--- src/rtl/dmem_port_arbiter_if.sv ---
// Request/response and SRAM bus bundle for the shared data/instruction memory port.
// The slave view belongs to the arbiter; the master view to requesters plus the SRAM.
interface dmem_port_arbiter_if #(
    parameter int ADDR_W = 32
);
    logic              i_valid;
    logic              i_ready;
    logic [ADDR_W-1:0] i_addr;
    logic              i_rsp_valid;
    logic              i_rsp_ready;
    logic [31:0]       i_rsp_data;

    logic              d_valid;
    logic              d_ready;
    logic [ADDR_W-1:0] d_addr;
    logic              d_we;
    logic [3:0]        d_wstrb;
    logic [31:0]       d_wdata;
    logic              d_rsp_valid;
    logic              d_rsp_ready;
    logic [31:0]       d_rsp_data;

    logic              mem_en;
    logic [3:0]        mem_we;
    logic [ADDR_W-1:0] mem_addr;
    logic [31:0]       mem_wdata;
    logic [31:0]       mem_rdata;

    modport slave (
        input  i_valid, i_addr, i_rsp_ready,
        input  d_valid, d_addr, d_we, d_wstrb, d_wdata, d_rsp_ready,
        input  mem_rdata,
        output i_ready, i_rsp_valid, i_rsp_data,
        output d_ready, d_rsp_valid, d_rsp_data,
        output mem_en, mem_we, mem_addr, mem_wdata
    );

    modport master (
        output i_valid, i_addr, i_rsp_ready,
        output d_valid, d_addr, d_we, d_wstrb, d_wdata, d_rsp_ready,
        output mem_rdata,
        input  i_ready, i_rsp_valid, i_rsp_data,
        input  d_ready, d_rsp_valid, d_rsp_data,
        input  mem_en, mem_we, mem_addr, mem_wdata
    );
endinterface

--- src/rtl/dmem_port_arbiter.sv ---
// Arbitrates one single-ported SRAM between instruction fetch (I) and load/store (D).
// D has fixed priority; a saturating starvation counter forces an I grant.
module dmem_port_arbiter #(
    parameter int ADDR_W       = 32,
    parameter int STARVE_LIMIT = 4
) (
    input  logic                  clk,
    input  logic                  rst,
    dmem_port_arbiter_if.slave    bus
);

    typedef enum logic [1:0] {
        ST_IDLE   = 2'd0,
        ST_ACCESS = 2'd1,
        ST_RESP   = 2'd2
    } state_t;

    typedef enum logic {
        OWN_I = 1'b0,
        OWN_D = 1'b1
    } owner_t;

    localparam logic [3:0] STARVE_LIM_C = 4'(STARVE_LIMIT);
    localparam logic [3:0] STARVE_MAX_C = 4'd15;

    state_t      state_r;
    state_t      state_nxt_s;
    owner_t      owner_r;
    logic        owner_store_r;
    logic [3:0]  starve_cnt_r;
    logic [31:0] rsp_data_r;

    logic        rsp_vis_s;
    logic        hs_s;
    logic        window_s;
    logic        grant_i_s;
    logic        grant_d_s;

    // Arbitration, issue strobes, response outputs and next state
    always_comb begin
        state_nxt_s     = state_r;
        bus.i_ready     = 1'b0;
        bus.d_ready     = 1'b0;
        bus.mem_en      = 1'b0;
        bus.mem_we      = 4'd0;
        bus.mem_addr    = {ADDR_W{1'b0}};
        bus.mem_wdata   = 32'd0;
        bus.i_rsp_valid = 1'b0;
        bus.d_rsp_valid = 1'b0;
        bus.i_rsp_data  = 32'd0;
        bus.d_rsp_data  = 32'd0;

        rsp_vis_s = (state_r == ST_RESP);
        if (owner_r == OWN_D) begin
            hs_s = rsp_vis_s & bus.d_rsp_ready;
        end else begin
            hs_s = rsp_vis_s & bus.i_rsp_ready;
        end

        // A new access may start from IDLE or on the cycle the pending response retires
        window_s  = ~rst & ((state_r == ST_IDLE) | hs_s);
        grant_i_s = window_s & bus.i_valid & (~bus.d_valid | (starve_cnt_r >= STARVE_LIM_C));
        grant_d_s = window_s & bus.d_valid & ~grant_i_s;

        if (rsp_vis_s) begin
            if (owner_r == OWN_D) begin
                bus.d_rsp_valid = 1'b1;
                bus.d_rsp_data  = rsp_data_r;
            end else begin
                bus.i_rsp_valid = 1'b1;
                bus.i_rsp_data  = rsp_data_r;
            end
        end else begin
            bus.i_rsp_valid = 1'b0;
            bus.d_rsp_valid = 1'b0;
        end

        if (grant_i_s) begin
            bus.i_ready  = 1'b1;
            bus.mem_en   = 1'b1;
            bus.mem_addr = bus.i_addr;
        end else if (grant_d_s) begin
            bus.d_ready   = 1'b1;
            bus.mem_en    = 1'b1;
            bus.mem_addr  = bus.d_addr;
            bus.mem_we    = bus.d_we ? bus.d_wstrb : 4'd0;
            bus.mem_wdata = bus.d_wdata;
        end else begin
            bus.mem_en = 1'b0;
        end

        case (state_r)
            ST_IDLE: begin
                if (grant_i_s | grant_d_s) begin
                    state_nxt_s = ST_ACCESS;
                end else begin
                    state_nxt_s = ST_IDLE;
                end
            end
            ST_ACCESS: begin
                state_nxt_s = ST_RESP;
            end
            ST_RESP: begin
                if (grant_i_s | grant_d_s) begin
                    state_nxt_s = ST_ACCESS;
                end else if (hs_s) begin
                    state_nxt_s = ST_IDLE;
                end else begin
                    state_nxt_s = ST_RESP;
                end
            end
            default: begin
                state_nxt_s = ST_IDLE;
            end
        endcase
    end

    // FSM state and ownership of the access in flight
    always_ff @(posedge clk or posedge rst) begin
        if (rst) begin
            state_r       <= ST_IDLE;
            owner_r       <= OWN_D;
            owner_store_r <= 1'b0;
        end else begin
            state_r <= state_nxt_s;
            if (grant_i_s) begin
                owner_r       <= OWN_I;
                owner_store_r <= 1'b0;
            end else if (grant_d_s) begin
                owner_r       <= OWN_D;
                owner_store_r <= bus.d_we;
            end else begin
                owner_r       <= owner_r;
                owner_store_r <= owner_store_r;
            end
        end
    end

    // Capture the SRAM read word (stores return a zero ack word)
    always_ff @(posedge clk or posedge rst) begin
        if (rst) begin
            rsp_data_r <= 32'd0;
        end else if (state_r == ST_ACCESS) begin
            rsp_data_r <= owner_store_r ? 32'd0 : bus.mem_rdata;
        end else begin
            rsp_data_r <= rsp_data_r;
        end
    end

    // Counts cycles fetch waits while requesting, saturating at 15
    always_ff @(posedge clk or posedge rst) begin
        if (rst) begin
            starve_cnt_r <= 4'd0;
        end else if (grant_i_s) begin
            starve_cnt_r <= 4'd0;
        end else if (bus.i_valid && (starve_cnt_r != STARVE_MAX_C)) begin
            starve_cnt_r <= starve_cnt_r + 4'd1;
        end else begin
            starve_cnt_r <= starve_cnt_r;
        end
    end

endmodule

--- src/flat_wrapper.sv ---
// flat-port wrapper written by rule: the top's interface ports become plain ports
module dmem_port_arbiter_flat 
#(
    parameter int ADDR_W       = 32,
    parameter int STARVE_LIMIT = 4
)
  (clk, rst, bus_i_valid, bus_i_addr, bus_i_rsp_ready, bus_d_valid, bus_d_addr, bus_d_we, bus_d_wstrb, bus_d_wdata, bus_d_rsp_ready, bus_mem_rdata, bus_i_ready, bus_i_rsp_valid, bus_i_rsp_data, bus_d_ready, bus_d_rsp_valid, bus_d_rsp_data, bus_mem_en, bus_mem_we, bus_mem_addr, bus_mem_wdata);
  dmem_port_arbiter_if #(.ADDR_W(ADDR_W)) bus_i ();
  input  logic clk;
  input  logic rst;
  input wire logic [$bits(bus_i.i_valid)-1:0] bus_i_valid;
  input wire logic [$bits(bus_i.i_addr)-1:0] bus_i_addr;
  input wire logic [$bits(bus_i.i_rsp_ready)-1:0] bus_i_rsp_ready;
  input wire logic [$bits(bus_i.d_valid)-1:0] bus_d_valid;
  input wire logic [$bits(bus_i.d_addr)-1:0] bus_d_addr;
  input wire logic [$bits(bus_i.d_we)-1:0] bus_d_we;
  input wire logic [$bits(bus_i.d_wstrb)-1:0] bus_d_wstrb;
  input wire logic [$bits(bus_i.d_wdata)-1:0] bus_d_wdata;
  input wire logic [$bits(bus_i.d_rsp_ready)-1:0] bus_d_rsp_ready;
  input wire logic [$bits(bus_i.mem_rdata)-1:0] bus_mem_rdata;
  output wire logic [$bits(bus_i.i_ready)-1:0] bus_i_ready;
  output wire logic [$bits(bus_i.i_rsp_valid)-1:0] bus_i_rsp_valid;
  output wire logic [$bits(bus_i.i_rsp_data)-1:0] bus_i_rsp_data;
  output wire logic [$bits(bus_i.d_ready)-1:0] bus_d_ready;
  output wire logic [$bits(bus_i.d_rsp_valid)-1:0] bus_d_rsp_valid;
  output wire logic [$bits(bus_i.d_rsp_data)-1:0] bus_d_rsp_data;
  output wire logic [$bits(bus_i.mem_en)-1:0] bus_mem_en;
  output wire logic [$bits(bus_i.mem_we)-1:0] bus_mem_we;
  output wire logic [$bits(bus_i.mem_addr)-1:0] bus_mem_addr;
  output wire logic [$bits(bus_i.mem_wdata)-1:0] bus_mem_wdata;
  assign bus_i.i_valid = bus_i_valid;
  assign bus_i.i_addr = bus_i_addr;
  assign bus_i.i_rsp_ready = bus_i_rsp_ready;
  assign bus_i.d_valid = bus_d_valid;
  assign bus_i.d_addr = bus_d_addr;
  assign bus_i.d_we = bus_d_we;
  assign bus_i.d_wstrb = bus_d_wstrb;
  assign bus_i.d_wdata = bus_d_wdata;
  assign bus_i.d_rsp_ready = bus_d_rsp_ready;
  assign bus_i.mem_rdata = bus_mem_rdata;
  assign bus_i_ready = bus_i.i_ready;
  assign bus_i_rsp_valid = bus_i.i_rsp_valid;
  assign bus_i_rsp_data = bus_i.i_rsp_data;
  assign bus_d_ready = bus_i.d_ready;
  assign bus_d_rsp_valid = bus_i.d_rsp_valid;
  assign bus_d_rsp_data = bus_i.d_rsp_data;
  assign bus_mem_en = bus_i.mem_en;
  assign bus_mem_we = bus_i.mem_we;
  assign bus_mem_addr = bus_i.mem_addr;
  assign bus_mem_wdata = bus_i.mem_wdata;
  dmem_port_arbiter #(.ADDR_W(ADDR_W), .STARVE_LIMIT(STARVE_LIMIT)) u_core (.clk(clk), .rst(rst), .bus(bus_i));
endmodule
--- config.mk ---
export PLATFORM = sky130hd
export DESIGN_NAME = dmem_port_arbiter_flat
export DESIGN_NICKNAME = d
export VERILOG_FILES = /design/src/rtl/dmem_port_arbiter_if.sv /design/src/rtl/dmem_port_arbiter.sv /design/src/flat_wrapper.sv
export SDC_FILE = /design/constraint.sdc
export NUM_CORES = 1
export LEC_CHECK = 0
export ABC_AREA = 1
export CAP_MARGIN = 10
export CORE_AREA = 2 2 107 109
export CTS_BUF_LIST = sky130_fd_sc_hd__clkbuf_4 sky130_fd_sc_hd__clkbuf_8 sky130_fd_sc_hd__clkbuf_16
export CTS_CLUSTER_DIAMETER = 50
export DETAILED_ROUTE_END_ITERATION = 6
export DIE_AREA = 0 0 109 111
export GPL_ROUTABILITY_DRIVEN = 0
export GPL_TIMING_DRIVEN = 0
export HOLD_SLACK_MARGIN = 0.06
export PLACE_DENSITY = 0.73
export SLEW_MARGIN = 20
export SYNTH_ARGS = -nofsm -noshare
export SYNTH_HDL_FRONTEND = slang
export SYNTH_SLANG_ARGS = --single-unit
--- constraint.sdc ---
create_clock -name clk -period 3.4 [get_ports clk]
set_input_delay 0.68 -clock clk [delete_from_list [all_inputs] [get_ports clk]]
set_output_delay 0.68 -clock clk [all_outputs]
set_load 0.01 [all_outputs]
## Word-level counts from Yosys, hierarchy flattened

Index checks and enable logic that the tools add are counted.
Widths: inputs -> output; s select.

| cells by class | value |
|---|---|
| add/sub/neg operators | 1 |
| multiply operators | 0 |
| div/mod/pow operators | 0 |
| $lt $le $gt $ge | 1 |
| equality and inequality tests | 3 |
| shift-type cells | 0 |
| multiplexer cells | 31 |
| bitwise logic cells | 13 |
| reduce and logical (&&, ||, !) cells | 4 |

Operator list:

| cell | number |
|---|---|
| $mux 32 | 9 |
| $mux 4 | 5 |
| $mux 1 | 14 |
| $and 1x1->1 | 7 |
| $pmux 2 s3 | 1 |
| $add 4x1->4 const B | 1 |
| $ge 4x3->1 const B | 1 |
| $mux 2 | 2 |
| $ne 4x4->1 const B | 1 |
| $reduce_bool 2->1 | 2 |
| $not 1->1 | 3 |
| $or 1x1->1 | 3 |
| $eq 2x1->1 const B | 1 |
| $eq 2x2->1 const B | 1 |
| $logic_not 2->1 | 1 |
| $logic_and 1x1->1 | 1 |

| word-level totals | value |
|---|---|
| flip-flop bits (word level) | 40 |
| bits in latches | 0 |
| memory bits (writable) | 0 |
| ROM bits | 0 |
| bits of input ports | 139 |
| output and inout port bits | 137 |
| memories kept | 0 |

## Depth between registers and ports, before layout

Gate-level depths: netlist of run 1.

| logic depth | value |
|---|---|
| depth after elaboration | 12 |
| gate-level depth with buffers | 10 |
| mapped depth without buffers | 9 |

## Worst setup path after synthesis of run 1

No wires, ideal clock.

| timing | value |
|---|---|
| path type | input port to output port |
| start | input rst |
| end | output bus_mem_wdata[0] |
| data arrival time | 2.399 ns |
| data required time | 2.720 ns |
| setup slack | 0.321 ns |
| stages on the path | 4 |
| path buffers | 1 |
| cell sequence | inv_1 > nand4_4 > buf_6 > nor2_1 |

| on the way | value |
|---|---|
| cells in the longest elaborated chain, start to end | 8 |

RTL lines:

| element | line | text |
|---|---|---|
| from (decl) | flat_wrapper.sv:10 | `input logic rst;` |
| $not 1->1 * | dmem_port_arbiter.sv:61 | `window_s = ~rst & ((state_r == ST_IDLE) \| hs_s);` |
| $and 1x1->1 * | dmem_port_arbiter.sv:61 |  |
| $and 1x1->1 (2 in series) | dmem_port_arbiter.sv:62 | `grant_i_s = window_s & bus.i_valid & (~bus.d_valid \| (starve_cnt_r >= STARVE_LIM_C));` |
| $not 1->1 | dmem_port_arbiter.sv:63 | `grant_d_s = window_s & bus.d_valid & ~grant_i_s;` |
| $and 1x1->1 | dmem_port_arbiter.sv:63 |  |
| $mux 32 | dmem_port_arbiter.sv:82 | `end else if (grant_d_s) begin` |
| $mux 32 * | dmem_port_arbiter.sv:78 | `if (grant_i_s) begin` |
| to (decl) | flat_wrapper.sv:30 | `output wire logic [$bits(bus_i.mem_wdata)-1:0] bus_mem_wdata;` |

Every way passes the cells marked *; elsewhere a longest branch is shown, timed or not.

## Worst setup path after layout of run 1

| timing | value |
|---|---|
| start | input bus_d_rsp_ready |
| end | output bus_mem_wdata[27] |

| on the way | value |
|---|---|
| cells in the longest elaborated chain, start to end | 10 |

RTL lines:

| element | line | text |
|---|---|---|
| from (decl) | flat_wrapper.sv:19 | `input wire logic [$bits(bus_i.d_rsp_ready)-1:0] bus_d_rsp_ready;` |
| $and 1x1->1 * | dmem_port_arbiter.sv:55 | `hs_s = rsp_vis_s & bus.d_rsp_ready;` |
| $mux 1 * | dmem_port_arbiter.sv:54 | `if (owner_r == OWN_D) begin` |
| $or 1x1->1 * | dmem_port_arbiter.sv:61 |  |
| $and 1x1->1 * | dmem_port_arbiter.sv:61 |  |
| $and 1x1->1 (2 in series) | dmem_port_arbiter.sv:62 |  |
| $not 1->1 | dmem_port_arbiter.sv:63 |  |
| $and 1x1->1 | dmem_port_arbiter.sv:63 |  |
| $mux 32 | dmem_port_arbiter.sv:82 |  |
| $mux 32 * | dmem_port_arbiter.sv:78 |  |

Marked as above.

==> results.md, run 1 <==
* Gr usage total at 0.199
* Syn avg cell area at 6.56 sq um
* Reg-to-reg critical path startpoint: u_core.state_r[0]$_DFF_PP0_
* Max H-tree Level at 2
* Worst EP required at roughly 2700 ps
* Buf+Inv Stages, Crit Path at 4
* Synth top area cells: dfrtp_1 33%, inv_1 14%, nor2_1 13%
* Fmax at between 300 and 400 MHz
* CTS root buffer: clkbuf_16
* CP max-delay cell: clkdlybuf4s50_1
* Die area at roughly 0.012 sq mm
* Slew of the pin with the lowest slew margin at 493 ps
* Seq cells post-synth at 40
* Cell family with most CP delay: buffers and inverters
* Distinct cells, synth at 26
* Worst EP arrival at approximately 2600 ps
* Hold crit path type: reg -> reg
* Yosys Warn Count at 0
* Core Region at 0.0111 sq mm
* DP Cell Count at 872
* Main synth FF type: dfrtp_1
* First-pass GRT wire length at 18.9 mm
* Antenna Violating Nets Remaining at 0
* Site Rows at 39
* Clk Latency, worst-skew pair at around 280 ps
* Die Y-Extent at 111 um
* Layout Cells excl Fill at 887
* Comb power frac at 0.595
* # clock sinks at 40
* Mapped cell area at 0.00297 sq mm
* RSZ-0062 raised after global routing: no
* Footprint of the multi-input gates at 0.00138 sq mm
* Initial DRT Pass Iterations at 4
* Placed instance area at between 0.005 and 0.006 sq mm
* Vias in the first global route at 3,741
* Die width at 109 um
* Crit share post-route at 0.958
* Largest area contributor in the netlist: dfrtp_1
* Sw Share at 0.407
* Fillers at 1,045
* Critical path type: in -> out
* Fin. max-slew vios at 0
* Post-Place Worst Slack at -387 ps
* Via count at roughly 4k
* Delay of the slowest critical-path stage at 550 ps
* Final setup viols at 0
* Worst-path clk slew at 60 ps
* Power per cell area at 498 mW/mm^2
* First DRT Iteration DRCs at 260
* Max Buffers Root-to-Sink at 2
* P_leak at 0.00284 uW
* Crit path cell chain: clkdlybuf4s50_1, nand2_1, nand2_2, nand2_2, nand2_4, nand4_4, buf_4, buf_6, nor2_1, clkdlybuf4s50_1
* Vias per cell at 4.38
* Grt total ovfl at 0
* Mapped Nets at 593
* DRC errors left at 0
* Status: complete, no violations
* Fin crit period at 3260 ps
* Most common cell in the netlist: inv_1
* Starting density of the core at 0.268
* Worst hold start: u_core.owner_store_r$_DFFE_PP0P_
* Post-Route WL at 12.7 mm
* Clk pwr share at 0.152
* Largest net degree at the start of global routing at 25
* Max cap viols at 0
* Post-route design area at 0.00615 sq mm
* Share of synthesized registers carrying an async set or reset at 1.00
* Peak VDD IR at about 0.29 mV
* Worst Setup End Kind: output port
* Synth top area share at 0.329
* Startpoint types: primary input
* Sequential cell area at around 0.001 sq mm
* Post-DP HPWL at roughly 11 mm
* Initial antenna violation count at 1
* Worst slew margin at 0.672
* Share of layout cells above drive strength 1 at 0.106
* Post-synth top cells: 108 x inv_1, 106 x nor2_1, 54 x nand2_1
* Routed WL per cell at 14.3 um
* Area grow syn2layout at 107%
* Switching power at 1250 uW
* CTS buffer count at 5
* Nets at 882
* TritonCTS clock tree: yes
* Sequential area share after synthesis at 0.337
* IO Count at 276
* Final Hold Fails at 0
* Worst Setup SP: bus_d_rsp_ready
* Cell internal pwr at 1820 uW
* EDFF count, synth at 0
* Worst setup slack after layout at 142 ps
* Hold_buf cts at 0
* Clock Skew at 4.79 ps
* Crit Path Max Fanout at 10
* PortBufs at 275
* Mapped Cells at between 400 and 500
* Register share of total power at 0.254
==> registers in the layout, summed over array words and instances (netlist names) <==
name                  count
u_core.rsp_data_r        32
u_core.state_r            2
u_core.owner_r            1
u_core.starve_cnt_r       4
u_core.owner_store_r      1
==> power groups by stage <==
stage          registers (uW)  logic [uW]  clock network (uW)
2_1_floorplan             764         945                   0
3_3_place_gp              774        1780                   0
3_5_place_dp              783        1820                   0
4_1_cts                   776        1830                 477
5_1_grt                   799        1990                 494
6_report                  778        1820                 465
==> what timing repair did <==
action	4_1_cts	5_1_grt
cloned	1	1
pin swaps	1	1
setup buffers	1	3
endpoints found under the setup margin	70	17
resized for setup	6	3
==> cells by family (layout without fill, tap and decap cells) <==
kind of cell	after synthesis	after routing	synth area share
and+or+nand+nor	207	207	0.303
buffers and inverters	137	427	0.197
AOI/OAI and AO/OA	67	67	0.155
DFF	40	40	0.337
adders and majority gates	1	1	0.00421
xor gates and xnor gates	1	1	0.00295
other	0	1	0
==> routing by layer <==
layer | up-vias | global-route usage | wire, um
li1 | 1918 | - | -
met1 | 1771 | 0.212 | 4620
met2 | 182 | 0.369 | 6550
met3 | 16 | 0.0541 | 1110
met4 | 0 | 0.0650 | 371
met5 | - | 0 | 0
==> layout make-up <==
type	instances	area share
antenna	1	0.000407
buffer	26	0.0275
clock buffer	6	0.0216
clock inverter	2	0.00203
inverter	111	0.0699
multi-input combinational	276	0.225
sequential	40	0.163
tap	143	0.0291
timing repair buffer	281	0.461
timing repair inverter	1	0.00102
==> worst paths after layout <==
kind / cells after the start / slack [ps] / end
worst max-delay path: 10 / 140 / bus_mem_wdata[27]
worst min-delay path: 2 / 490 / u_core.owner_store_r$_DFFE_PP0P_
worst max register to register: 5 / 1900 / u_core.rsp_data_r[28]$_DFFE_PP0N_
worst min register to register: 2 / 490 / u_core.owner_store_r$_DFFE_PP0P_
max in group asynchronous: 4 / 2420 / u_core.rsp_data_r[22]$_DFFE_PP0N_
min in group asynchronous: 2 / 530 / u_core.rsp_data_r[17]$_DFFE_PP0N_
==> worst min-delay path, cell delays in order (launching register included) <==
cell and delay, ps:
dfrtp_1 340, nand2_1 60, nand2_1 60
==> placed cells by master (no fill, tap or decap), types with 10 or more instances in the layout <==
cell type | netlist | final
clkdlybuf4s50_1 | 0 | 270
inv_1 | 108 | 107
nor2_1 | 106 | 106
nand2_1 | 54 | 54
dfrtp_1 | 39 | 39
nand3_1 | 34 | 34
o21ai_0 | 32 | 32
o21ai_2 | 32 | 32
clkbuf_1 | 10 | 10
==> metrics by stage <==
| step | hold WS, ps | TNS (ps) | total power (uW) | util |
|---|---|---|---|---|
| floorplan | 449 | 0 | 1710 | - |
| global placement | 468 | -84530 | 2550 | 0.533 |
| detailed placement | 475 | -18340 | 2610 | 0.535 |
| CTS | 491 | 0 | 3090 | 0.550 |
| global route | 524 | 0 | 3290 | 0.556 |
| finish | 489 | 0 | 3070 | 0.556 |
Note: power is estimated with default switching activity, not from simulation.
==> inputs of run 2 (changes only) <==
--- a/config.mk
+++ b/config.mk
@@ -6,7 +6,6 @@
 export NUM_CORES = 1
 export LEC_CHECK = 0
 export ABC_AREA = 1
-export CAP_MARGIN = 10
 export CORE_AREA = 2 2 107 109
 export CTS_BUF_LIST = sky130_fd_sc_hd__clkbuf_4 sky130_fd_sc_hd__clkbuf_8 sky130_fd_sc_hd__clkbuf_16
 export CTS_CLUSTER_DIAMETER = 50
==> results of run 2 <==
No change in the layout: final DEF, timing and power equal those of run 1.
==> inputs of run 3 (changes only) <==
--- a/config.mk
+++ b/config.mk
@@ -6,6 +6,7 @@
 export NUM_CORES = 1
 export LEC_CHECK = 0
 export ABC_AREA = 1
+export CAP_MARGIN = 20
 export CORE_AREA = 2 2 107 109
 export CTS_BUF_LIST = sky130_fd_sc_hd__clkbuf_4 sky130_fd_sc_hd__clkbuf_8 sky130_fd_sc_hd__clkbuf_16
 export CTS_CLUSTER_DIAMETER = 50
==> results of run 3 <==
No change in the layout: final DEF, timing and power equal those of run 1.
